===== config.mk =====
export PLATFORM = sky130hd
export DESIGN_NAME = instr_fetch
export DESIGN_NICKNAME = d
export VERILOG_FILES = /design/src/rtl/instr_fetch_pkg.sv /design/src/rtl/instr_fetch.sv
export SDC_FILE = /design/constraint.sdc
export NUM_CORES = 1
export LEC_CHECK = 0
export BUFFER_PORTS_ARGS = -buffer_cell sky130_fd_sc_hd__buf_2
export CAP_MARGIN = 20
export CORE_ASPECT_RATIO = 1.75
export CORE_MARGIN = 2
export CORE_UTILIZATION = 45
export CTS_CLUSTER_DIAMETER = 100
export CTS_CLUSTER_SIZE = 40
export DETAILED_ROUTE_END_ITERATION = 8
export PLACE_DENSITY_LB_ADDON = 0.05
export SLEW_MARGIN = 20
export SYNTH_ARGS = -nofsm -noshare
export SYNTH_HDL_FRONTEND = slang
export SYNTH_SLANG_ARGS = --single-unit

===== constraint.sdc =====
create_clock -name clk -period 2.4 [get_ports clk]
set_input_delay 0.24 -clock clk [delete_from_list [all_inputs] [get_ports clk]]
set_output_delay 0.24 -clock clk [all_outputs]
set_load 0.01 [all_outputs]

===== src/rtl/instr_fetch_pkg.sv =====
// Shared constants for the instruction fetch stage: word width, NOP
// encoding, default reset PC and fetch FSM state encodings.
package instr_fetch_pkg;

   localparam int          INSTR_W          = 32;
   localparam logic [31:0] RESET_PC_DEFAULT = 32'h0000_0000;
   localparam logic [31:0] INSTR_NOP        = 32'h0000_0013;

   localparam logic [1:0] FETCH_IDLE = 2'd0;
   localparam logic [1:0] FETCH_REQ  = 2'd1;
   localparam logic [1:0] FETCH_HOLD = 2'd2;

   function automatic logic [31:0] word_align(input logic [31:0] addr);
      return addr & ~32'h3;
   endfunction

endpackage


===== src/rtl/instr_fetch.sv =====
// Instruction fetch stage: owns the PC, issues one word fetch at a time over
// a req/ack port and hands {instr, pc} to decode with valid/ready.
module instr_fetch
   import instr_fetch_pkg::*;
#(
   parameter logic [31:0] RESET_PC = RESET_PC_DEFAULT
) (
   input  logic               clk,
   input  logic               rst_n,
   output logic               mem_req,
   output logic [31:0]        mem_addr,
   input  logic               mem_ack,
   input  logic [31:0]        mem_rdata,
   input  logic               redirect_valid,
   input  logic [31:0]        redirect_pc,
   output logic               instr_valid,
   input  logic               instr_ready,
   output logic [INSTR_W-1:0] instr,
   output logic [31:0]        pc
);

   logic [1:0]  state;
   logic [31:0] pc_q;
   logic [31:0] addr_q;
   logic        drop;
   logic [31:0] target;

   assign target   = word_align(redirect_pc);
   assign mem_req  = (state == FETCH_REQ);
   assign mem_addr = addr_q;

   // NOTE: reset is sampled on the clock edge, so it lives inside the
   // clocked block; all state updates use non-blocking assignments.
   always_ff @(posedge clk) begin
      if (!rst_n) begin
         state       <= FETCH_IDLE;
         pc_q        <= RESET_PC;
         addr_q      <= RESET_PC;
         drop        <= 1'b0;
         instr_valid <= 1'b0;
         instr       <= INSTR_NOP;
         pc          <= RESET_PC;
      end else if (redirect_valid) begin
         pc_q        <= target;
         instr_valid <= 1'b0;
         case (state)
            FETCH_REQ: begin
               if (mem_ack) begin
                  // Outstanding request completes now: its data is dropped
                  // and the new fetch can issue immediately.
                  addr_q <= target;
                  drop   <= 1'b0;
               end else begin
                  // Address must stay stable until the ack; the eventual
                  // data is discarded.
                  drop <= 1'b1;
               end
               state <= FETCH_REQ;
            end
            default: begin
               addr_q <= target;
               state  <= FETCH_REQ;
            end
         endcase
      end else begin
         case (state)
            FETCH_IDLE: begin
               addr_q <= pc_q;
               state  <= FETCH_REQ;
            end
            FETCH_REQ: begin
               if (mem_ack) begin
                  if (drop) begin
                     drop   <= 1'b0;
                     addr_q <= pc_q;
                  end else begin
                     instr       <= mem_rdata;
                     pc          <= pc_q;
                     instr_valid <= 1'b1;
                     state       <= FETCH_HOLD;
                  end
               end
            end
            FETCH_HOLD: begin
               if (instr_ready) begin
                  instr_valid <= 1'b0;
                  pc_q        <= pc_q + 32'd4;
                  addr_q      <= pc_q + 32'd4;
                  state       <= FETCH_REQ;
               end
            end
            default: state <= FETCH_IDLE;
         endcase
      end
   end

endmodule

Word-level counts from Yosys, hierarchy flattened:

Cells that the tools add are included.

* flip-flop bits (word level): 132
* output and inout port bits: 98

* $add $sub $neg: 1
* equal/unequal tests: 9
* mux-type cells: 24
* bitwise gates (word level): 3
* reduce and logical (&&, ||, !) cells: 15

Operators by type and width (number)
* 32-bit two-way mux: 9
* 32-bit one-hot mux with 3 select lines: 1
* 32-bit by 3-bit adder with 32-bit output, second input constant: 1
* 4-bit AND reduction: 3
* 1-bit two-way mux: 9
* 2-bit nonzero test: 4
* 2-bit two-way mux: 3
* 3-bit by 1-bit inequality test with 1-bit output, second input constant: 2
* 3-bit inequality test, second input constant: 2
* 2-bit one-hot mux with 3 select lines: 1
* 2-bit AND reduction: 3
* 3-bit AND reduction: 2
* 2-bit inequality test, second input constant: 2
* 4-bit nonzero test: 1
* 1-bit inverter: 3
* 2-bit by 1-bit == test with 1-bit output, second input constant: 1
* 2-bit == test, second input constant: 1
* 2-bit zero test: 1
* 2-bit by 1-bit inequality test with 1-bit output, second input constant: 1
* 1-bit one-hot mux with 2 select lines: 1
* 2-bit OR reduction: 1

Depth between registers and ports, before layout:

* word-level depth: 4
* depth in mapped cells: 8
* depth with buffers taken out: 6

Worst setup path after synthesis:

No wires, ideal clock.

* kind: register to register
* start point: register pc_q[2]
* end point: register addr_q[22], in the netlist mem_addr[22]
* library setup time: 0.103 ns
* arrival: 1.786 ns
* path slack: 0.511 ns
* cell stages (with the launch flop): 7
* path buffers: 0
* period minus slack after synthesis: 1.889 ns
* cells stage by stage: dfxtp_1 ha_1 and4_1 nand2_2 nor4_2 xnor2_1 a2111oi_2

* word-level cells in the longest chain between the ends: 4

RTL lines
* from (decl): RTL line instr_fetch.sv:23 `logic [31:0] pc_q;`
* from (signal assigned): RTL line instr_fetch.sv:44 `pc_q <= target;`
* from (signal assigned): RTL line instr_fetch.sv:87 `pc_q <= pc_q + 32'd4;`
* 32-bit by 3-bit adder with 32-bit output: RTL line instr_fetch.sv:88 `addr_q <= pc_q + 32'd4;`
* 32-bit two-way mux: RTL line instr_fetch.sv:85 `if (instr_ready) begin`
* 32-bit one-hot mux with 3 select lines: RTL line instr_fetch.sv:66 `case (state)`
* 32-bit two-way mux: RTL line instr_fetch.sv:43 `end else if (redirect_valid) begin`
* to (signal assigned): RTL line instr_fetch.sv:51 `addr_q <= target;`
* to (signal assigned): RTL line instr_fetch.sv:68 `addr_q <= pc_q;`
* to (signal assigned): RTL line instr_fetch.sv:88
* to (decl): RTL line instr_fetch.sv:24 `logic [31:0] addr_q;`

Every way passes these cells. The select of a mux whose other input is x is not followed.
A chain may end at the register's enable or synchronous reset.

Worst setup path in the final report:

* start point: register pc_q[3]
* end point: register addr_q[26], in the netlist mem_addr[26]

The elaborated chain is that of the path after synthesis.

==> impl_metrics.ini <==
[layout]
drive_gt1_frac = 0.2766
stdcell_area_mm2 = 0.007684
fin_nets = 968
syn_to_final_growth_pct = 26.12
diodes = 0

[clock_tree]
clock-sinks = 126
post_cts_buffers = 0
cts_root_buf = clkbuf_16
worstSkewPairLatency_ns = 0.42
cts_hold_buf = 0
htreeDepth = 4
cts_tree = done
cts_resized = 0
numCtsBuffers = 17
cts_buffer_depth = 2
clkSlewWorstSetupHoldPaths_ns = 0.06

[sta]
final.setup.tns_ns = 0
max_slew_margin = 0.4885
clock_skew_ns = 0.006677
rsz0062_at_grt = false
min_period_ns = 2.110
setup_viol = 0
holdWs_ns = 0.02400
fin_ws_ns = 0.2900
slew_viol_final = 0
layout_worst_path_cycle_share = 0.8792
max_freq_ghz = 0.4739
hold_viol_final = 0
tightest_slew_ns = 0.7661

[synth]
ys_warn_count = 0
syn_avg_cell_area_um2 = 8.016
synth.distinct_cells = 65
yosysSeqAreaShare = 0.4140
synth_area_leader_cell = dfxtp_1
netlist_instances = 760
synth-async-reset-ratio = 0
synth_most_common_cell = nand2_1
synthTopCellsByArea = dfxtp_1, nand2_1, a21oi_1
synth_area_mm2 = 0.006092
synth-edff-count = 0
ys_seq_elements = 126
synthFlopType = dfxtp_1
yosysTopAreaCellShare = 0.4140
synth.top_cells.by_count = nand2_1, dfxtp_1, a21oi_1, nor2_1

[die]
dieArea_mm2 = 0.01452
dieWidth_um = 91.96
die-height_um = 157.9
start_util = 0.4576
core_area_mm2 = 0.01331
ios = 167
std_cell_rows = 56

[critical_path]
r2r-end = mem_addr[26]
cp_max_fo = 7
ff2ff_path_depth = 6
end_kind = flip-flop
cp_data_arrival_time_ns = 2.42
reg2reg_slack_ns = 0.29
critPathLaunchType = flip-flop
required_ns = 2.71
crit_type = flip-flop to flip-flop
crit_start = pc_q[3]
timing.rr.start = pc_q[3]

[global_route]
grt_usage = 0.2490
grt_overflow = 0
grt_pass1_wl_um = 28490
grt_pass1_vias = 5735
grt_max_degree = 63
antenna_found_initial = 0

[place]
dp_hpwl_um = 12500
io_buffers = 160
place_area_mm2 = 0.007005
dp_slack_ns = 0.2978
gp_congestion = 0.8783

[power]
vdd_drop_max_mv = 0.5397
power_density_mw_per_mm2 = 769.4
leakagePower_nw = 3.137
power.total_mw = 5.912

[routing]
via_count = 5907
viasPerCell = 5.444
detail_route.wl_per_cell_um = 16.63
first_iter_violations = 359
routed_wl_um = 18040
antenna_left = 0
drc = 0
first_pass_iters = 5

[hold_path]
whs_endpoint = instr[0]
hold_class = input port to flip-flop
hold_depth = 3
min_from = mem_rdata[0]

[run_status]
run_status = complete, no violations

[flow_run]
cap_viol_max_count = 0
where the power goes:
group | switching [mW] | internal, mW | total (mW)
Combinational | 0.376 | 0.264 | 0.640
Sequential | 0.102 | 2.21 | 2.31
Clock | 0.981 | 1.98 | 2.96
Total | 1.46 | 4.45 | 5.91
metrics by stage:
step           utilization  cells
6_report            0.5772   1085
4_1_cts             0.5772   1085
5_1_grt             0.5772   1085
3_5_place_dp        0.5262   1053
3_3_place_gp        0.5262   1053
2_1_floorplan            -    763
sequential cells by signal, summed over array words and instances, names as in the netlist:
name,flops
drop,1
mem_addr,30
pc,30
pc_q,30
state,2
instr_valid,1
instr,32
critical path: stages (launching register included):
cell       delay, ns
dfxtp_1         0.43
ha_1            0.30
and4_1          0.28
nand2_2         0.16
nor4_2          0.35
xnor2_1         0.12
a2111oi_2       0.37
how the worst max path moves through the flow:
stage,slack [ns],end,cells past startpoint
floorplan,0.51,mem_addr[22],6
global placement,0.37,mem_addr[30],6
detailed placement,0.30,mem_addr[26],6
CTS,0.28,mem_addr[26],6
global route,0.14,mem_addr[22],6
finish,0.29,mem_addr[26],6
cells by family (layout without fill, tap and decap cells):
kind of cell,count (synthesis),after routing,synth area share
and+or+nand+nor,335,335,0.2810
AOI/OAI and AO/OA,167,167,0.1666
DFF,126,126,0.4140
buffers and inverters,79,227,0.06244
xor gates and xnor gates,51,51,0.07332
adders and majority gates,1,1,0.002053
other,1,4,0.0006156
routing by layer:
metal,wire (um),up-vias,global-route usage
met5,0,-,0
met4,488,0,0.1322
met3,943,38,0.04236
met2,9401,203,0.4401
met1,7208,2772,0.2853
li1,-,2894,-
area by class of cell:
class / count / area [um2]
inverters: 5 / 18.77
well taps: 174 / 217.7
fillers: 1282 / 5629
flip-flops and latches: 126 / 2522
repair buffers: 190 / 1039
clock buffers: 19 / 442.9
multi-input cells: 558 / 3208
clock inverters: 13 / 235.2
cells in the final DEF, fill, tap and decap left out, drive strengths merged, types with 3 or more instances in the layout:
| master | instances |
|---|---|
| a2111oi | 4 |
| a211o | 4 |
| a211oi | 4 |
| a21oi | 96 |
| a221oi | 3 |
| a31oi | 3 |
| and3 | 13 |
| and4 | 6 |
| buf | 190 |
| bufinv | 6 |
| clkbuf | 19 |
| clkinv | 3 |
| conb | 4 |
| dfxtp | 126 |
| inv | 7 |
| nand2 | 165 |
| nand2b | 10 |
| nand3 | 30 |
| nand4 | 20 |
| nor2 | 42 |
| nor2b | 3 |
| nor3 | 18 |
| nor3b | 3 |
| nor4 | 14 |
| o21ai | 29 |
| o31ai | 6 |
| o32ai | 3 |
| xnor2 | 40 |
| xor2 | 11 |
No activity file was read; power rests on OpenSTA's default activity.
